==> config.mk <==
export PLATFORM = sky130hd
export DESIGN_NAME = jamma_input_conditioner
export DESIGN_NICKNAME = d
export VERILOG_FILES = /design/src/rtl/jamma_input_conditioner.sv
export SDC_FILE = /design/constraint.sdc
export NUM_CORES = 1
export LEC_CHECK = 0
export CAP_MARGIN = 0
export CELL_PAD_IN_SITES_DETAIL_PLACEMENT = 0
export CELL_PAD_IN_SITES_GLOBAL_PLACEMENT = 1
export CORE_MARGIN = 4
export CORE_UTILIZATION = 47
export DETAILED_ROUTE_END_ITERATION = 16
export MAX_ROUTING_LAYER = met4
export PLACE_DENSITY = 0.86
export SYNTH_ARGS = -nofsm -noshare
export SYNTH_HDL_FRONTEND = slang
export SYNTH_SLANG_ARGS = --single-unit
export TNS_END_PERCENT = 5
==> constraint.sdc <==
create_clock -name clk -period 2.37 [get_ports clk]
set_input_delay 0.237 -clock clk [delete_from_list [all_inputs] [get_ports clk]]
set_output_delay 0.237 -clock clk [all_outputs]
set_load 0.05 [all_outputs]
==> src/rtl/jamma_input_conditioner.sv <==
// JAMMA control conditioner: per-bit 2-flop synchronizer, inversion to active-high,
// and an independent stable-count debouncer that emits one-cycle press/release pulses.
// "release" is a reserved word, so the release pulse port is named release_o.
module jamma_input_conditioner #(
  parameter int unsigned DB_CYCLES = 500000,
  parameter int unsigned CNT_W     = 20
) (
  input  logic        clk,
  input  logic        rst,
  input  logic [15:0] raw_n,
  output logic [15:0] btn,
  output logic [15:0] press,
  output logic [15:0] release_o,
  output logic        any_press
);

  localparam logic [CNT_W-1:0] CNT_MAX = CNT_W'(DB_CYCLES - 1);

  logic [15:0]      s1_q, s1_d;
  logic [15:0]      s2_q, s2_d;
  logic [15:0]      st_q, st_d;
  logic [15:0]      press_q, press_d;
  logic [15:0]      rel_q, rel_d;
  logic             any_q, any_d;
  logic [CNT_W-1:0] cnt_q [16];
  logic [CNT_W-1:0] cnt_d [16];
  logic [15:0]      s;

  always_comb begin
    s1_d    = raw_n;
    s2_d    = s1_q;
    s       = ~s2_q;
    st_d    = st_q;
    press_d = '0;
    rel_d   = '0;
    for (int unsigned i = 0; i < 16; i++) begin
      cnt_d[i] = '0;
      if (s[i] != st_q[i]) begin
        if (cnt_q[i] == CNT_MAX) begin
          // Accept the new level; the pulse is registered alongside btn.
          st_d[i]    = s[i];
          press_d[i] = s[i];
          rel_d[i]   = ~s[i];
        end else begin
          cnt_d[i] = cnt_q[i] + CNT_W'(1);
        end
      end
    end
    any_d = |press_d;
  end

  always_ff @(posedge clk) begin
    if (rst) begin
      s1_q    <= '1;
      s2_q    <= '1;
      st_q    <= '0;
      press_q <= '0;
      rel_q   <= '0;
      any_q   <= 1'b0;
      for (int unsigned i = 0; i < 16; i++) cnt_q[i] <= '0;
    end else begin
      s1_q    <= s1_d;
      s2_q    <= s2_d;
      st_q    <= st_d;
      press_q <= press_d;
      rel_q   <= rel_d;
      any_q   <= any_d;
      for (int unsigned i = 0; i < 16; i++) cnt_q[i] <= cnt_d[i];
    end
  end

  assign btn       = st_q;
  assign press     = press_q;
  assign release_o = rel_q;
  assign any_press = any_q;

endmodule

Word level (Yosys, flattened, before mapping) --
Memory sizes are Yosys's and may differ from the RTL's. Cells that the tools add are included.
Storage, ports and cells: word-level logic and storage cells 266, memories kept 1, ROM bits 0, output and inout port bits 49, input bits 18, bits in registers 81, latch bits 0, bits in writable memories 320
Cells by class: equality and inequality tests 32, shift operators 0, $mul 0, reductions and logical operators 33, add/subtract/negate cells 16, bitwise gates (word level) 65, div/mod/pow operators 0, multiplexer cells 83, order comparisons 0
Memories:
- cnt_q | depth 16, bits a word 20, read ports 16, clocked after memory_dff 0, wr ports 16, line 25 | logic [CNT_W-1:0] cnt_q [16];
Operator list (number):
- two-way mux 20 bit | 48
- adder 20 x 1 -> 20 bit (second input constant) | 16
- == test 20 x 19 -> 1 bit (second input constant) | 16
- NOT 1 bit | 48
- OR reduction 3 bit | 16
- two-way mux 1 bit | 35
- AND reduction 2 bit | 16
- != test 1 bit | 16
- NOT 16 bit | 1
- OR 1 bit | 16
- OR reduction 16 bit | 1

Depth between registers and ports, before layout --
Gate-level depths: netlist of the first run.
depth in word-level cells 4, gate-level depth with buffers 9

Least setup slack after synthesis of the first run --
No wires, ideal clock.
kind flip-flop to flip-flop, start point memory cnt_q[4][0] (netlist: cnt_q[0][80]), end point memory cnt_q[4][17] (netlist: cnt_q[0][97]), cell stages (with the launch flop) 10, setup slack 357 ps, required time 2255 ps, clock period less this slack 2013 ps, arrival time 1898 ps, path buffers 2, cell sequence dfxtp_1 ha_1 nand3_1 nor2_1 nand2_1 or4_1 clkbuf_1 nand2_2 buf_4 nor2_1
RTL lines (line):
- start: declaration | 25

==> results of run 1 <==
-- critical path, cell delays in order (launching register included) --
cell and delay (ns):
dfxtp_1 0.36, ha_1 0.21, and4_1 0.24, or3b_1 0.41, nor3_1 0.32, a221oi_1 0.17, o2111a_1 0.18, a31oi_1 0.14
-- where the power goes --
| part | leakage (nW) | internal (W) | switching [W] |
|---|---|---|---|
| clock | 0.706 | 0.00405 | 0.00256 |
| sequential | 3.24 | 0.00678 | 0.0000223 |
| combinational | 2.23 | 0.0000662 | 0.0000932 |
-- state kept, by name, indices dropped and copies added, names as in the netlist --
signal	flops
cnt_q	320
press	16
btn	16
release_o	16
s1_q	16
any_press	1
s2_q	16
-- cell usage in the layout (no fill, tap or decap), types with 3 or more instances in the layout --
cell	count
xor2_1	171
and2_1	9
dfxtp_1	401
and3_1	55
nand2_2	4
a211oi_1	5
nor3_1	52
nor2b_1	7
clkdlybuf4s50_1	65
or4_1	7
clkbuf_16	45
clkbuf_1	8
or3_1	20
clkinv_2	9
nand2_1	141
nor4_1	18
nand2b_1	4
nand4_1	63
inv_1	20
nand3_1	106
ha_1	16
bufinv_16	3
or2_2	50
and4_1	26
xnor2_1	111
nor4b_1	15
buf_4	28
o21ai_0	7
a21oi_1	29
nor2_1	402
clkbuf_8	9
-- logic make-up after synthesis --
logic type                 synth area share [%]
xor gates and xnor gates                   15.3
AOI/OAI and AO/OA                          1.72
and+or+nand+nor                            30.4
DFF                                        49.8
buffers and inverters                      1.53
adders and majority gates                  1.24
-- metrics by stage --
stage | hold WS, ns | setup WS [ns]
5_1_grt | 0.265 | 0.0912
3_3_place_gp | 0.393 | 0.213
4_1_cts | 0.256 | 0.128
3_5_place_dp | 0.392 | 0.139
2_1_floorplan | 0.341 | 0.357
6_report | 0.271 | 0.265
-- worst paths after layout --
path	end	slack [ns]
worst min-delay path	btn[9]	0.27
worst min register to register	s2_q[4]	0.41
worst max register to register	any_press	0.27
worst max-delay path	any_press	0.27
-- area by class of cell --
class	instances	area share, %
tap	448	2.98
multi-input combinational	1349	41.8
sequential	401	42.7
timing repair buffer	93	4.58
inverter	20	0.399
clock inverter	12	0.719
clock buffer	62	6.81
-- routing by layer --
metal  wire (um)  global-route usage (%)  up-vias
met4         564                    4.04        0
met5           0                       -        -
met2       13900                    26.8      141
met1       15000                    21.9     5517
li1            -                       -     6266
met3        1080                    2.84       45
==> summary.txt, run 1 <==
Global route
  • Largest net degree at the start of global routing: 73
  • Vias in the first global route: 11,600
  • Initial antenna violation count: 0
  • Total grt overflow: 0
  • Tot GR Track Use: 16.6%
  • First-pass GRT wire length: 53,200 um

CTS
  • Clock Tree Buf Depth: 3
  • Worst-skew pair later-pin latency: 0.52 ns
  • Clock sinks: 401
  • Clk slew on worst S/H paths: 0.06 ns
  • Root Driver: clkbuf_16
  • CTS H-tree lvls: 2
  • Post-CTS setup buffer count: 0
  • CTS tree: done
  • Count of cells resized by post-cts repair: 0
  • Cts-stage hold buffer count: 0
  • CTS Buf Count: 43

Placement
  • Gp weighted congestion: 0.826
  • Post-DP HPWL: 21,200 um
  • Port-buffer cells: 66
  • Placed inst area: 0.0174 mm2
  • Placed Instances: 2,311

Floorplanning
  • Rows: 67
  • DIE AREA: 0.0373 mm2
  • I/O pins: 67
  • Core Area: 0.0337 mm2
  • Initial core utilization: 47.8%
  • Die Width: 193 um
  • Die Y: 193 um

Timing
  • Slew margin rel.: 47.6%
  • Slew Viols, Final: 0
  • Setup Skew: 0.0151 ns
  • Total negative slack: 0 ns
  • Count of final hold-check violations: 0
  • Min cycle time layout: 2.10 ns
  • Endpoints failing setup: 0
  • Worst slew pin tran: 0.786 ns
  • RSZ-0062 raised after global routing: false
  • Tcrit/Tclk final: 88.8%
  • Fmax: 475 MHz

Final layout
  • Non-filler instance count after layout: 2,385
  • Final Cell Area: 0.0188 mm2
  • Fillers: 3,025
  • Ant diodes: 0
  • Multi-input gate area: 0.00785 mm2
  • Final nets: 1,942
  • Core Util, Final: 55.8%
  • FF/Latch Area: 0.00803 mm2
  • Layout cell share with drive strength beyond 1: 8.11%
  • Area growth from synthesis to layout: 16.6%

Yosys
  • Top cell type's share of synthesized area: 49.8%
  • Post-synth EDFFs: 0
  • Cell area after synthesis: 0.0161 mm2
  • Ys flop type: dfxtp_1
  • Ys Warns: 0
  • Post-synthesis cell type count: 50
  • Synth Instances: 1,809
  • Register area share after synthesis: 49.8%
  • Synth Register Bits: 401
  • Cell taking the most area after synthesis: dfxtp_1
  • Synth async-reset ratio: 0%
  • Syn avg cell area: 8.91 um2
  • Top-count cell post-synth: nor2_1
  • Commonest cells in the synthesized netlist: 403 x nor2_1, 401 x dfxtp_1, 171 x xor2_1, 141 x nand2_1, 111 x xnor2_1
  • Post-synthesis net count: 1,843
  • Synth area leaders: dfxtp_1 50%, nor2_1 9.4%, xor2_1 9.3%, xnor2_1 6.0%, nand3_1 3.3%

Drt
  • Detailed Routing Iterations Pass 1: 4
  • DR vias/cell: 5.02
  • Wire length per cell: 12.8 um
  • Total Wirelength: 30,600 um
  • Antenna viol nets, final: 0
  • Iter 0 DRT Violations: 554
  • Remaining DRCs: 0
  • Via count: 12,000

Worst setup path
  • CP Max Fanout: 4
  • Crit Reg-Reg Startpoint: cnt_q[0][60]
  • R2r worst-path depth: 7
  • Worst Path Arrival: 2.55 ns
  • CP Class: reg2reg
  • Worst setup SP type: flop
  • Worst Setup End Kind: flop
  • Worst Path Required: 2.81 ns
  • Origin of the worst setup path: cnt_q[0][60]

Power
  • Leakage: 6.17 nW
  • Cell Pwr Density: 722 mW/mm2
  • Worst vdd ir: 496 uV
  • Tot Pwr: 0.0136 W

Min path
  • HP Class: in2reg
  • WHS Path Cells: 2
  • Hold_sp: rst

Outcome
  • Status: finished clean

Run
  • Max Cap Viol: 0
No activity file was read; power rests on OpenSTA's default activity.
==> run 2: changes to the inputs <==
--- a/config.mk
+++ b/config.mk
@@ -12,7 +12,7 @@
 export CORE_UTILIZATION = 47
 export DETAILED_ROUTE_END_ITERATION = 16
 export MAX_ROUTING_LAYER = met4
-export PLACE_DENSITY = 0.86
+export PLACE_DENSITY = 0.92
 export SYNTH_ARGS = -nofsm -noshare
 export SYNTH_HDL_FRONTEND = slang
 export SYNTH_SLANG_ARGS = --single-unit
==> summary.txt, run 2 (synthesized netlist as in run 1, its figures left out) <==
Outcome
  • Status: finished clean (unchanged)

CTS
  • Root Driver: clkbuf_16 (unchanged)
  • CTS tree: done (unchanged)
  • Clk slew on worst S/H paths: 0.06 ns (about the same)
  • Clock Tree Buf Depth: 3 (unchanged)
  • Count of cells resized by post-cts repair: 0 (unchanged)
  • CTS H-tree lvls: 2 (unchanged)
  • Post-CTS setup buffer count: 0 (unchanged)
  • Worst-skew pair later-pin latency: 0.54 ns (was 0.52 ns)
  • CTS Buf Count: 43 (unchanged)
  • Cts-stage hold buffer count: 0 (unchanged)
  • Clock sinks: 401 (unchanged)

Floorplanning
  • Die Y: 193 um (unchanged)
  • I/O pins: 67 (unchanged)
  • Die Width: 193 um (unchanged)
  • DIE AREA: 0.0373 mm2 (unchanged)
  • Core Area: 0.0337 mm2 (unchanged)
  • Rows: 67 (unchanged)
  • Initial core utilization: 47.8% (unchanged)

Timing
  • RSZ-0062 raised after global routing: false (unchanged)
  • Min cycle time layout: 2.10 ns (about the same)
  • Slew margin rel.: 45.8% (was 47.6%)
  • Setup Skew: 0.0172 ns (was 0.0151 ns)
  • Worst slew pin tran: 0.814 ns (was 0.786 ns)
  • Final worst slack: 0.272 ns (was 0.265 ns)
  • Count of final hold-check violations: 0 (unchanged)
  • Total negative slack: 0 ns (unchanged)
  • Hold_ws: 0.252 ns (was 0.271 ns)
  • Endpoints failing setup: 0 (unchanged)
  • Slew Viols, Final: 0 (unchanged)
  • Tcrit/Tclk final: 88.5% (was 88.8%)
  • Fmax: 477 MHz (was 475 MHz)

Worst setup path
  • Worst Setup End Kind: flop (unchanged)
  • CP Max Fanout: 4 (unchanged)
  • Worst setup SP type: flop (unchanged)
  • Worst Path Required: 2.83 ns (was 2.81 ns)
  • Crit Reg-Reg Startpoint: cnt_q[0][60] (unchanged)
  • R2r worst-path depth: 7 (unchanged)
  • R2r endpoint: any_press (unchanged)
  • WP buf/inv: 0 (unchanged)
  • Top delay family on crit path: simple AND/OR/NAND/NOR gates (unchanged)
  • Slowest-stage cell, CP: or3b_1 (unchanged)
  • Reg2reg setup slack: 0.27 ns (about the same)
  • Max incr delay on CP: 0.38 ns (was 0.41 ns)
  • Crit-path cells: ha_1, and4_1, or3b_1, nor3_1, a221oi_1, o2111a_1, a31oi_1 (unchanged)
  • CP Class: reg2reg (unchanged)
  • Worst Path Arrival: 2.56 ns (was 2.55 ns)

Final layout
  • Area growth from synthesis to layout: 17.4% (was 16.6%)
  • Max reg flops: 320 (unchanged)
  • Biggest register: cnt_q (unchanged)
  • Layout cell share with drive strength beyond 1: 8.59% (was 8.11%)
  • Commonest non-fill, non-tap cells in the layout: 403 x nor2_1, 401 x dfxtp_1, 171 x xor2_1 (was 402 x nor2_1, 401 x dfxtp_1, 171 x xor2_1)
  • Core Util, Final: 56.2% (was 55.8%)
  • Leading cell type in the layout, fill and taps excluded: nor2_1 (unchanged)
  • Ant diodes: 0 (unchanged)
  • Final nets: 1,942 (unchanged)
  • Final Cell Area: 0.0189 mm2 (was 0.0188 mm2)

Drt
  • Iter 0 DRT Violations: 669 (was 554)
  • DR vias/cell: 4.99 (was 5.02)
  • Via count: 11,900 (was 12,000)
  • Remaining DRCs: 0 (unchanged)
  • Detailed Routing Iterations Pass 1: 5 (was 4)
  • Total Wirelength: 30,300 um (was 30,600 um)
  • Wire length per cell: 12.7 um (was 12.8 um)
  • Antenna viol nets, final: 0 (unchanged)

Placement
  • Placed inst area: 0.0174 mm2 (unchanged)
  • Port-buffer cells: 66 (unchanged)
  • Gp weighted congestion: 0.818 (was 0.826)
  • Post-DP HPWL: 20,700 um (was 21,200 um)
  • Worst slack, placed: 0.286 ns (was 0.139 ns)

Global route
  • First-pass GRT wire length: 52,500 um (was 53,200 um)
  • Vias in the first global route: 11,300 (was 11,600)
  • Tot GR Track Use: 16.3% (was 16.6%)
  • Largest net degree at the start of global routing: 83 (was 73)
  • Total grt overflow: 0 (unchanged)
  • Initial antenna violation count: 1 (was 0)

Power
  • Cell Pwr Density: 746 mW/mm2 (was 722 mW/mm2)
  • Leakage: 6.23 nW (was 6.17 nW)
  • Worst vdd ir: 488 uV (was 496 uV)

Min path
  • Hold_sp: raw_n[9] (was rst)
  • HP Class: in2reg (unchanged)
  • WHS Path Cells: 2 (unchanged)
  • Hold Path End: s1_q[9] (was btn[9])

Run
  • Max Cap Viol: 0 (unchanged)
-- run 2: how the worst max path moves through the flow --
stage                  from      endpoint  cells past startpoint
3_5_place_dp   cnt_q[0][80]  cnt_q[0][88]                      7
3_3_place_gp   cnt_q[0][60]     any_press                      7
2_1_floorplan  cnt_q[0][80]  cnt_q[0][97]                      9
6_report       cnt_q[0][60]     any_press                      7
4_1_cts             btn[10]       btn[10]                      1
5_1_grt        cnt_q[0][81]  cnt_q[0][83]                      7
-- run 2: per-layer routing --
metal | vias up | share of wire (%) | track usage (%)
met4 | 0 | 1.8 | 4.17
met2 | 173 | 45 | 25.9
met1 | 5458 | 49 | 21.7
met5 | - | 0 | -
met3 | 45 | 4.3 | 3.08
li1 | 6265 | - | -
-- run 2: layout make-up --
type | count | area, um2
clock buffers | 55 | 1220
clock inverters | 25 | 335
fillers | 2931 | 14800
well taps | 448 | 561
repair buffers | 93 | 861
multi-input cells | 1349 | 7850
inverters | 20 | 75.1
flip-flops and latches | 401 | 8030
-- run 2: power breakdown --
part           total [W]  leakage [nW]  internal, W  switching [W]
combinational   0.000157          2.22    0.0000651      0.0000919
clock            0.00717         0.770      0.00444        0.00273
sequential       0.00679          3.24      0.00677      0.0000210
-- run 2: stage by stage --
step / power, W / cells
after floorplan: 0.00703 / 1809
after global placement: 0.00710 / 2311
after detailed placement: 0.00710 / 2311
after CTS: 0.0143 / 2391
after global routing: 0.0146 / 2391
final: 0.0141 / 2391
==> run 3: changes to the inputs <==
--- a/config.mk
+++ b/config.mk
@@ -8,7 +8,8 @@
 export CAP_MARGIN = 0
 export CELL_PAD_IN_SITES_DETAIL_PLACEMENT = 0
 export CELL_PAD_IN_SITES_GLOBAL_PLACEMENT = 1
-export CORE_MARGIN = 4
+export CORE_ASPECT_RATIO = 1.25
+export CORE_MARGIN = 2
 export CORE_UTILIZATION = 47
 export DETAILED_ROUTE_END_ITERATION = 16
 export MAX_ROUTING_LAYER = met4
==> summary.txt, run 3 (synthesized netlist as in run 1, its figures left out) <==
Placement
  • Post-DP HPWL: 21,400 um (was 20,700 um)
  • Gp weighted congestion: 0.824 (was 0.818)
  • Worst slack, placed: 0.161 ns (was 0.286 ns)
  • Port-buffer cells: 66 (unchanged)

Floorplanning
  • I/O pins: 67 (unchanged)
  • Die Width: 170 um (was 193 um)
  • DIE AREA: 0.0358 mm2 (was 0.0373 mm2)
  • Core Area: 0.0337 mm2 (about the same)
  • Rows: 75 (was 67)
  • Initial core utilization: 47.9% (was 47.8%)
  • Die Y: 211 um (was 193 um)

Worst setup path
  • Worst Path Arrival: 2.74 ns (was 2.56 ns)
  • R2r worst-path depth: 7 (unchanged)
  • Reg2reg setup slack: 0.10 ns (was 0.27 ns)
  • CP Max Fanout: 4 (unchanged)
  • R2r endpoint: any_press (unchanged)
  • Worst Setup End Kind: flop (unchanged)
  • CP Class: reg2reg (unchanged)
  • Worst setup SP type: flop (unchanged)
  • Worst Path Required: 2.84 ns (was 2.83 ns)
  • Crit Reg-Reg Startpoint: cnt_q[0][60] (unchanged)
  • Crit path capture: any_press (unchanged)
  • Origin of the worst setup path: cnt_q[0][60] (unchanged)

CTS
  • Worst-skew pair later-pin latency: 0.55 ns (was 0.54 ns)
  • Clock Tree Buf Depth: 3 (unchanged)
  • Clk slew on worst S/H paths: 0.06 ns (about the same)
  • CTS tree: done (unchanged)
  • Count of cells resized by post-cts repair: 0 (unchanged)
  • Clock sinks: 401 (unchanged)
  • Root Driver: clkbuf_16 (unchanged)
  • CTS H-tree lvls: 2 (unchanged)
  • Cts-stage hold buffer count: 0 (unchanged)
  • CTS Buf Count: 42 (was 43)
  • Post-CTS setup buffer count: 0 (unchanged)

Power
  • Cell Pwr Density: 730 mW/mm2 (was 746 mW/mm2)
  • Leakage: 6.15 nW (was 6.23 nW)
  • Worst vdd ir: 550 uV (was 488 uV)

Final layout
  • Biggest register: cnt_q (unchanged)
  • Leading cell type in the layout, fill and taps excluded: nor2_1 (unchanged)
  • Area growth from synthesis to layout: 16.4% (was 17.4%)
  • Ant diodes: 0 (unchanged)
  • Final nets: 1,937 (was 1,942)
  • Commonest non-fill, non-tap cells in the layout: 403 x nor2_1, 401 x dfxtp_1, 171 x xor2_1 (unchanged)
  • Layout cell share with drive strength beyond 1: 7.97% (was 8.59%)
  • Max reg flops: 320 (unchanged)

Drt
  • Total Wirelength: 30,600 um (was 30,300 um)
  • Iter 0 DRT Violations: 543 (was 669)
  • Remaining DRCs: 0 (unchanged)
  • Detailed Routing Iterations Pass 1: 7 (was 5)
  • Wire length per cell: 13.0 um (was 12.7 um)
  • Antenna viol nets, final: 0 (unchanged)
  • DR vias/cell: 5.14 (was 4.99)
  • Via count: 12,100 (was 11,900)

Global route
  • Busiest grt layer: met2 (unchanged)
  • Global Route met2 Usage: 30.0% (was 25.9%)
  • Met3 Use GR: 3.82% (was 3.08%)
  • Largest net degree at the start of global routing: 30 (was 83)
  • Initial antenna violation count: 0 (was 1)
  • GR Layer Usage met1: 21.3% (was 21.7%)
  • Tot GR Track Use: 17.9% (was 16.3%)
  • First-pass GRT wire length: 52,800 um (was 52,500 um)
  • Total grt overflow: 0 (unchanged)
  • Vias in the first global route: 11,900 (was 11,300)

Timing
  • RSZ-0062 raised after global routing: false (unchanged)
  • Slew margin rel.: 56.5% (was 45.8%)
  • Final worst slack: 0.101 ns (was 0.272 ns)
  • Total negative slack: 0 ns (unchanged)
  • Tcrit/Tclk final: 95.7% (was 88.5%)
  • Hold_ws: 0.115 ns (was 0.252 ns)
  • Setup Skew: 0.0234 ns (was 0.0172 ns)
  • Slew Viols, Final: 0 (unchanged)
  • Worst slew pin tran: 0.648 ns (was 0.814 ns)
  • Endpoints failing setup: 0 (unchanged)
  • Fmax: 441 MHz (was 477 MHz)
  • Min cycle time layout: 2.27 ns (was 2.10 ns)
  • Count of final hold-check violations: 0 (unchanged)

Run
  • Max Cap Viol: 0 (unchanged)

Min path
  • HP Class: in2reg (unchanged)

Outcome
  • Status: finished clean (unchanged)
## run 3: changes by cell type in the layout (fill, tap and decap cells not counted)
cell / before / now
clkbuf_16: 44 / 42
clkinv_2: 10 / 6
inv_6: 3 / 2
clkbuf_8: 8 / 9
bufinv_16: 7 / 5
clkbuf_1: 3 / 6
clkinv_4: 2 / 1
buf_12: 0 / 1
buf_4: 28 / 23
## run 3: final cells by class
type | count | area [um2]
repair buffers | 89 | 843
clock buffers | 57 | 1200
flip-flops and latches | 401 | 8030
inverters | 20 | 75.1
fillers | 3000 | 14900
multi-input cells | 1349 | 7850
clock inverters | 17 | 238
well taps | 423 | 529
## run 3: worst min-delay path by stage
stage	from	end	slack (ns)	depth (start not counted)
detailed placement	s1_q[7]	s2_q[7]	0.40	1
floorplan	raw_n[0]	s1_q[0]	0.34	1
global placement	s1_q[7]	s2_q[7]	0.39	1
global route	rst	btn[6]	0.11	2
CTS	rst	btn[6]	0.08	2
finish	rst	btn[6]	0.12	2
## run 3: where the power goes
part           leakage [nW]  internal [W]  switching (W)
registers              3.24       0.00677      0.0000205
logic                  2.21     0.0000679      0.0000926
clock network         0.704       0.00410        0.00265
total                  6.15        0.0109        0.00276
## run 3: worst max-delay path, stage by stage, from the launching register on
cell and delay, ns:
dfxtp_1 0.37, ha_1 0.22, and4_1 0.23, or3b_1 0.38, nor3_1 0.45, a221oi_1 0.16, o2111a_1 0.22, a31oi_1 0.17
## run 3: layer usage
layer / vias to the layer above / share of wire (%) / wire [um]
li1: 6252 / - / -
met1: 5640 / 45 / 13900
met2: 161 / 47 / 14400
met3: 60 / 4.6 / 1420
met4: 0 / 3.0 / 926
met5: - / 0 / 0
## run 3: through the flow
stage | std cells | area [um2] | util (%) | power (W)
6_report | 2356 | 18800 | 55.7 | 0.0137
5_1_grt | 2356 | 18800 | 55.7 | 0.0142
4_1_cts | 2356 | 18800 | 55.7 | 0.0139
3_5_place_dp | 2282 | 17300 | 51.4 | 0.00711
3_3_place_gp | 2282 | 17300 | 51.4 | 0.00710
2_1_floorplan | 1809 | 16100 | - | 0.00703
